`config.mk`:
```
export PLATFORM = sky130hd
export DESIGN_NAME = mem_bist32
export DESIGN_NICKNAME = d
export VERILOG_FILES = /design/src/rtl/mem_bist_pkg.sv /design/src/rtl/bist_expect_pipe.sv /design/src/rtl/mem_bist32.sv
export SDC_FILE = /design/constraint.sdc
export NUM_CORES = 1
export LEC_CHECK = 0
export ABC_AREA = 1
export BUFFER_PORTS_ARGS = -buffer_cell sky130_fd_sc_hd__buf_2
export CORE_MARGIN = 2
export CORE_UTILIZATION = 53
export DETAILED_ROUTE_END_ITERATION = 12
export GPL_TIMING_DRIVEN = 0
export PLACE_DENSITY = 0.85
export SLEW_MARGIN = 25
export SYNTH_ARGS = -nofsm -noshare
export SYNTH_HDL_FRONTEND = slang
export SYNTH_SLANG_ARGS = --single-unit
export TNS_END_PERCENT = 30
```
`constraint.sdc`:
```
create_clock -name clk -period 15.9 [get_ports clk]
set_input_delay 0.795 -clock clk [delete_from_list [all_inputs] [get_ports clk]]
set_output_delay 0.795 -clock clk [all_outputs]
set_load 0.02 [all_outputs]
```
`src/rtl/mem_bist_pkg.sv`:
```
// Shared types and widths for the 32-bit memory BIST controller.
package mem_bist_pkg;

   localparam int ADDR_W = 32;
   localparam int DATA_W = 32;

   typedef enum logic [2:0] {
      IDLE,
      WRITE,
      GAP,
      READ,
      DRAIN,
      DONE
   } bist_state_t;

   typedef struct packed {
      logic              valid;
      logic [ADDR_W-1:0] addr;
      logic [DATA_W-1:0] data;
   } exp_entry_t;

endpackage

```
`src/rtl/bist_expect_pipe.sv`:
```
// Delay line that pairs each issued read with its address and expected data,
// so both emerge in the cycle the memory returns the word.
module bist_expect_pipe
   import mem_bist_pkg::*;
#(
   parameter int DEPTH = 1
) (
   input  logic              clk,
   input  logic              nrst,
   input  logic              push,
   input  logic [ADDR_W-1:0] push_addr,
   input  logic [DATA_W-1:0] push_data,
   output logic              out_valid,
   output logic [ADDR_W-1:0] out_addr,
   output logic [DATA_W-1:0] out_data
);

   exp_entry_t stage [DEPTH];

   always_ff @(posedge clk or posedge nrst) begin
      if (nrst) begin
         for (int i = 0; i < DEPTH; i++) begin
            stage[i] <= '0;
         end
      end else begin
         stage[0] <= {push, push_addr, push_data};
         for (int i = 1; i < DEPTH; i++) begin
            stage[i] <= stage[i-1];
         end
      end
   end

   assign out_valid = stage[DEPTH-1].valid;
   assign out_addr  = stage[DEPTH-1].addr;
   assign out_data  = stage[DEPTH-1].data;

endmodule

```
`src/rtl/mem_bist32.sv`:
```
// Memory BIST controller: fills a window with an arithmetic pattern, reads it
// back, and reports pass/fail, a saturating error count and the first bad address.
//
// state | meaning
// IDLE  | waiting for start; results of the last run held
// WRITE | one pattern word written per cycle
// GAP   | single idle cycle so the last write lands before reading
// READ  | one read issued per cycle, expectation pushed into the pipe
// DRAIN | READ_LATENCY cycles letting the last reads be compared
// DONE  | one-cycle done pulse, pass published
module mem_bist32
   import mem_bist_pkg::*;
#(
   parameter logic [ADDR_W-1:0] BASE_ADDR    = 32'h0,
   parameter int                NUM_WORDS    = 16,
   parameter logic [ADDR_W-1:0] STRIDE       = 32'd4,
   parameter logic [DATA_W-1:0] PATTERN_INIT = 32'h0,
   parameter logic [DATA_W-1:0] PATTERN_STEP = 32'd4,
   parameter int                READ_LATENCY = 1
) (
   input  logic              clk,
   input  logic              nrst,
   input  logic              start,
   output logic [ADDR_W-1:0] waddress,
   output logic [ADDR_W-1:0] raddress,
   output logic [DATA_W-1:0] mem_wdata,
   output logic              Wr,
   input  logic [DATA_W-1:0] mem_rdata,
   output logic              busy,
   output logic              done,
   output logic              pass,
   output logic [7:0]        err_count,
   output logic [ADDR_W-1:0] first_err_addr
);

   localparam int               CNT_W      = 17;
   localparam logic [CNT_W-1:0] LAST_IDX   = CNT_W'(NUM_WORDS - 1);
   localparam logic [1:0]       DRAIN_LOAD = 2'(READ_LATENCY - 1);

   bist_state_t       state;
   logic [CNT_W-1:0]  idx_cnt;
   logic [1:0]        drain_cnt;
   logic [DATA_W-1:0] exp_data;
   logic              push;
   logic              cmp_valid;
   logic [ADDR_W-1:0] cmp_addr;
   logic [DATA_W-1:0] cmp_data;
   logic              mismatch;

   assign push     = (state == READ);
   assign mismatch = cmp_valid && (mem_rdata != cmp_data);

   bist_expect_pipe #(
      .DEPTH(READ_LATENCY)
   ) u_expect_pipe (
      .clk      (clk),
      .nrst     (nrst),
      .push     (push),
      .push_addr(raddress),
      .push_data(exp_data),
      .out_valid(cmp_valid),
      .out_addr (cmp_addr),
      .out_data (cmp_data)
   );

   // idx_cnt counts remaining words down to a terminal 0; the running address
   // and pattern registers advance by STRIDE / PATTERN_STEP alongside it.
   always_ff @(posedge clk or posedge nrst) begin
      if (nrst) begin
         state          <= IDLE;
         idx_cnt        <= '0;
         drain_cnt      <= '0;
         exp_data       <= '0;
         waddress       <= '0;
         raddress       <= '0;
         mem_wdata      <= '0;
         Wr             <= 1'b0;
         busy           <= 1'b0;
         done           <= 1'b0;
         pass           <= 1'b0;
         err_count      <= '0;
         first_err_addr <= '0;
      end else begin
         done <= 1'b0;
         if (mismatch) begin
            if (err_count == 8'd0) first_err_addr <= cmp_addr;
            if (err_count != 8'hFF) err_count <= err_count + 8'd1;
         end
         case (state)
            IDLE: begin
               if (start) begin
                  err_count      <= '0;
                  first_err_addr <= '0;
                  pass           <= 1'b0;
                  busy           <= 1'b1;
                  idx_cnt        <= LAST_IDX;
                  waddress       <= BASE_ADDR;
                  mem_wdata      <= PATTERN_INIT;
                  Wr             <= 1'b1;
                  state          <= WRITE;
               end
            end
            WRITE: begin
               if (idx_cnt == '0) begin
                  Wr    <= 1'b0;
                  state <= GAP;
               end else begin
                  idx_cnt   <= idx_cnt - 1'b1;
                  waddress  <= waddress + STRIDE;
                  mem_wdata <= mem_wdata + PATTERN_STEP;
               end
            end
            GAP: begin
               idx_cnt  <= LAST_IDX;
               raddress <= BASE_ADDR;
               exp_data <= PATTERN_INIT;
               state    <= READ;
            end
            READ: begin
               if (idx_cnt == '0) begin
                  drain_cnt <= DRAIN_LOAD;
                  state     <= DRAIN;
               end else begin
                  idx_cnt  <= idx_cnt - 1'b1;
                  raddress <= raddress + STRIDE;
                  exp_data <= exp_data + PATTERN_STEP;
               end
            end
            DRAIN: begin
               if (drain_cnt == '0) begin
                  // the final comparison lands on this same edge
                  pass  <= (err_count == 8'd0) && !mismatch;
                  busy  <= 1'b0;
                  done  <= 1'b1;
                  state <= DONE;
               end else begin
                  drain_cnt <= drain_cnt - 1'b1;
               end
            end
            DONE:    state <= IDLE;
            default: state <= IDLE;
         endcase
      end
   end

endmodule

```
==> flow_metrics.py <==
metrics = {
    "sta": {
        "fin_setup_tns_ps": 0,
        "hold_viol_final": 0,
        "setup_viol": 0,
        "slew_headroom_pct": 45.4,
        "layout_setup_ws_ps": 13450,
        "max_freq_ghz": 0.408,
        "slew_viol_final": 0,
        "period_share_pct": 15.4,
        "rsz0062_at_grt": "no",
        "period_minus_slack_ps": 2450,
        "fin_skew_ps": 11.9,
        "tightest_slew_ps": 815,
    },
    "yosys": {
        "yosys-top-cells-count": "467 x nand2_1, 263 x nor2_1, 247 x dfrtp_1, 226 x inv_1, 103 x nand3_1",
        "synthArstFlopShare_pct": 100,
        "synthMostInstantiatedCell": "nand2_1",
        "yosys-top-cells-area": "dfrtp_1 47%, nand2_1 13%, nor2_1 7.6%",
        "yosysTopAreaCellShare_pct": 47.3,
        "synth_cell_types": 37,
        "synth_ff_type": "dfrtp_1",
        "yosys.area.top_type": "dfrtp_1",
        "synth_edf_count": 0,
        "syn_inst": 1754,
        "syn_avg_cell_area_um2": 7.45,
        "synth_warnings": 0,
        "ys_seq_area_share_pct": 47.3,
        "synth-seq-cells": 247,
        "mappedNetlistArea_um2": 13100,
    },
    "die": {
        "die_h_um": 161,
        "dieArea_um2": 25900,
        "coreArea_um2": 24200,
        "num_rows": 57,
        "start_util_pct": 53.9,
        "ios": 175,
        "die-width_um": 161,
    },
    "grt": {
        "antenna_found_initial": 0,
        "grt_pass1_wl_mm": 61.6,
        "grt-busiest-layer": "met2",
        "met1_usage_pct": 38.8,
        "grt_pass1_vias": 12100,
        "grtUsageMet3_pct": 3.90,
        "grt_max_degree": 105,
        "met2_usage_pct": 50.5,
        "overflow": 0,
        "grt_usage_pct": 29.4,
    },
    "drt": {
        "drt_iter0_drc": 1324,
        "first_pass_iters": 5,
        "via_per_inst": 5.47,
        "vias": 12600,
        "finalWirelength_mm": 37.9,
        "remaining_drc_errors": 0,
        "wl_per_cell_um": 16.5,
        "final_antenna_net_count": 0,
    },
    "placed_design": {
        "io_buffers": 168,
        "dpl_cell_area_um2": 14400,
        "post-dp-hpwl_mm": 27.9,
        "place_ws_ps": 13130,
        "routabilityCongestion": 0.978,
    },
    "clocking": {
        "clock_latency_ps": 530,
        "cts_buffers": 26,
        "post_cts_buffers": 0,
        "clockBufferDepth": 3,
        "cts_root_buffer": "clkbuf_16",
        "cts-htree-levels": 1,
        "path_clk_slew_ps": 60,
        "cts_tree": "done",
        "cts_resized": 0,
        "hold_buffers": 0,
        "clock-sinks": 247,
    },
    "pwr": {
        "pwr-share-seq_pct": 36.9,
        "combPwrFrac_pct": 33.2,
        "sw_frac_of_total_pct": 40.3,
        "vdd_drop_max_mv": 0.124,
        "pwr-share-clk_pct": 29.9,
        "internal_power_uw": 1250,
        "powerDensity_nw_per_um2": 137,
        "leakage_uw": 0.00759,
        "switchingPower_uw": 844,
    },
    "worst_setup_path": {
        "worstReg2RegStart": "mem_wdata[2]",
        "crit-reg2reg-capture": "mem_wdata[26]",
        "reg2reg_slack_ps": 13450,
        "cp.required_ps": 16320,
        "crit_path_max_fanout": 8,
        "r2r_cells": 10,
        "critPathArrivalTime_ps": 2870,
        "cp-end-kind": "flip-flop",
        "worstSetupPathType": "flip-flop to flip-flop",
        "cp-start-kind": "flip-flop",
    },
    "hold_path": {
        "holdCritPathClass": "input pin to async pin",
    },
    "outcome": {
        "status": "finished clean",
    },
    "finish": {
        "n_antenna_cell": 0,
        "fin_util_pct": 63.0,
        "area_delta_synth_final_pct": 16.9,
        "fillers": 2197,
        "stdcell_area_um2": 15300,
        "fin_nets": 2001,
        "drive_above_1_share_pct": 13.5,
    },
    "flow_run": {
        "drv_cap": 0,
    },
}
-- worst max path at each step --
stage | startpoint | endpoint | slack (ps)
finish | mem_wdata[2] | mem_wdata[26] | 13450
global route | mem_wdata[2] | mem_wdata[26] | 13180
CTS | state[1] | waddress[13] | 13480
detailed placement | mem_rdata[31] | first_err_addr[6] | 13130
global placement | nrst | first_err_addr[19] | 5690
floorplan | nrst | Wr | 8320
-- kinds of logic (layout without fill, tap and decap cells) --
logic type / count (synthesis) / after routing / share of synthesized area, %
AOI/OAI and AO/OA: 158 / 158 / 6.53
xor gates and xnor gates: 63 / 63 / 4.22
adders and majority gates: 9 / 9 / 0.862
DFF: 247 / 247 / 47.3
other: 1 / 6 / 0.0287
buffers and inverters: 282 / 498 / 8.71
and+or+nand+nor: 994 / 994 / 32.4
-- registers in the layout, summed over array words and instances, names as in the netlist, 8 cells and up --
name,count
err_count,8
exp_data,30
first_err_addr,32
idx_cnt,17
mem_wdata,30
raddress,30
u_expect_pipe.out_addr,30
u_expect_pipe.out_data,30
waddress,30
-- area by class of cell --
cell class                 count  area [um^2]  area share, %
clock inverter                14          159           1.04
tap                          324          405           2.65
inverter                     234          888           5.81
multi-input combinational   1230         5770           37.8
sequential                   247         6180           40.4
timing repair buffer         170          896           5.86
clock buffer                  32          724           4.74
buffer                        48          258           1.69
-- critical path: stages, from the launching register on --
cell and delay (ps):
dfrtp_1 530, ha_1 330, nand2_1 100, nor2_1 340
nand3_1 280, nor2_1 230, nand3_1 150, nor2_1 190
nand3_1 100, nand2_1 70, nor2_1 40
-- power groups by stage --
stage               sequential, uW  clock, uW  combinational, uW
finish                         774        627                695
global route                   783        664                761
CTS                            772        637                695
detailed placement             781          0                690
global placement               778          0                672
floorplan                      836          0                377
-- routing by layer --
metal | vias up | part of all wire (%)
met5 | - | 0
met4 | 0 | 3.0
met3 | 90 | 7.0
met2 | 529 | 49
met1 | 5966 | 41
li1 | 6002 | -
-- cell usage in the layout (no fill, tap or decap), types with 2 or more instances in the layout --
cell type   instances
nor2_1            263
a21oi_1            15
conb_1              6
buf_16              2
inv_1             225
xor2_1             42
buf_4               8
clkbuf_1           14
o21ai_1            24
nand2_2             3
xnor2_1            21
inv_2               7
clkbuf_8            3
nand3_1           103
nor3b_1             3
or2_2               3
bufinv_16           3
nor2_4              2
o21ai_0            93
buf_2             188
nor4_1              2
dfrtp_1           247
clkbuf_16          27
nor2_8              2
buf_6               3
nand2_1           467
nor3_1             63
nand4_1            79
clkinvlp_4          4
clkinv_2            6
ha_1                9
o31ai_1            21
buf_1               5
-- per-stage QoR --
step / instances / hold WS (ps) / total power [uW]
after global routing: 2299 / 293 / 2210
after CTS: 2299 / 269 / 2100
after global placement: 2251 / 400 / 1450
after detailed placement: 2253 / 401 / 1470
after floorplan: 1759 / 375 / 1210
final: 2299 / 262 / 2100
No activity file was read; power rests on OpenSTA's default activity.
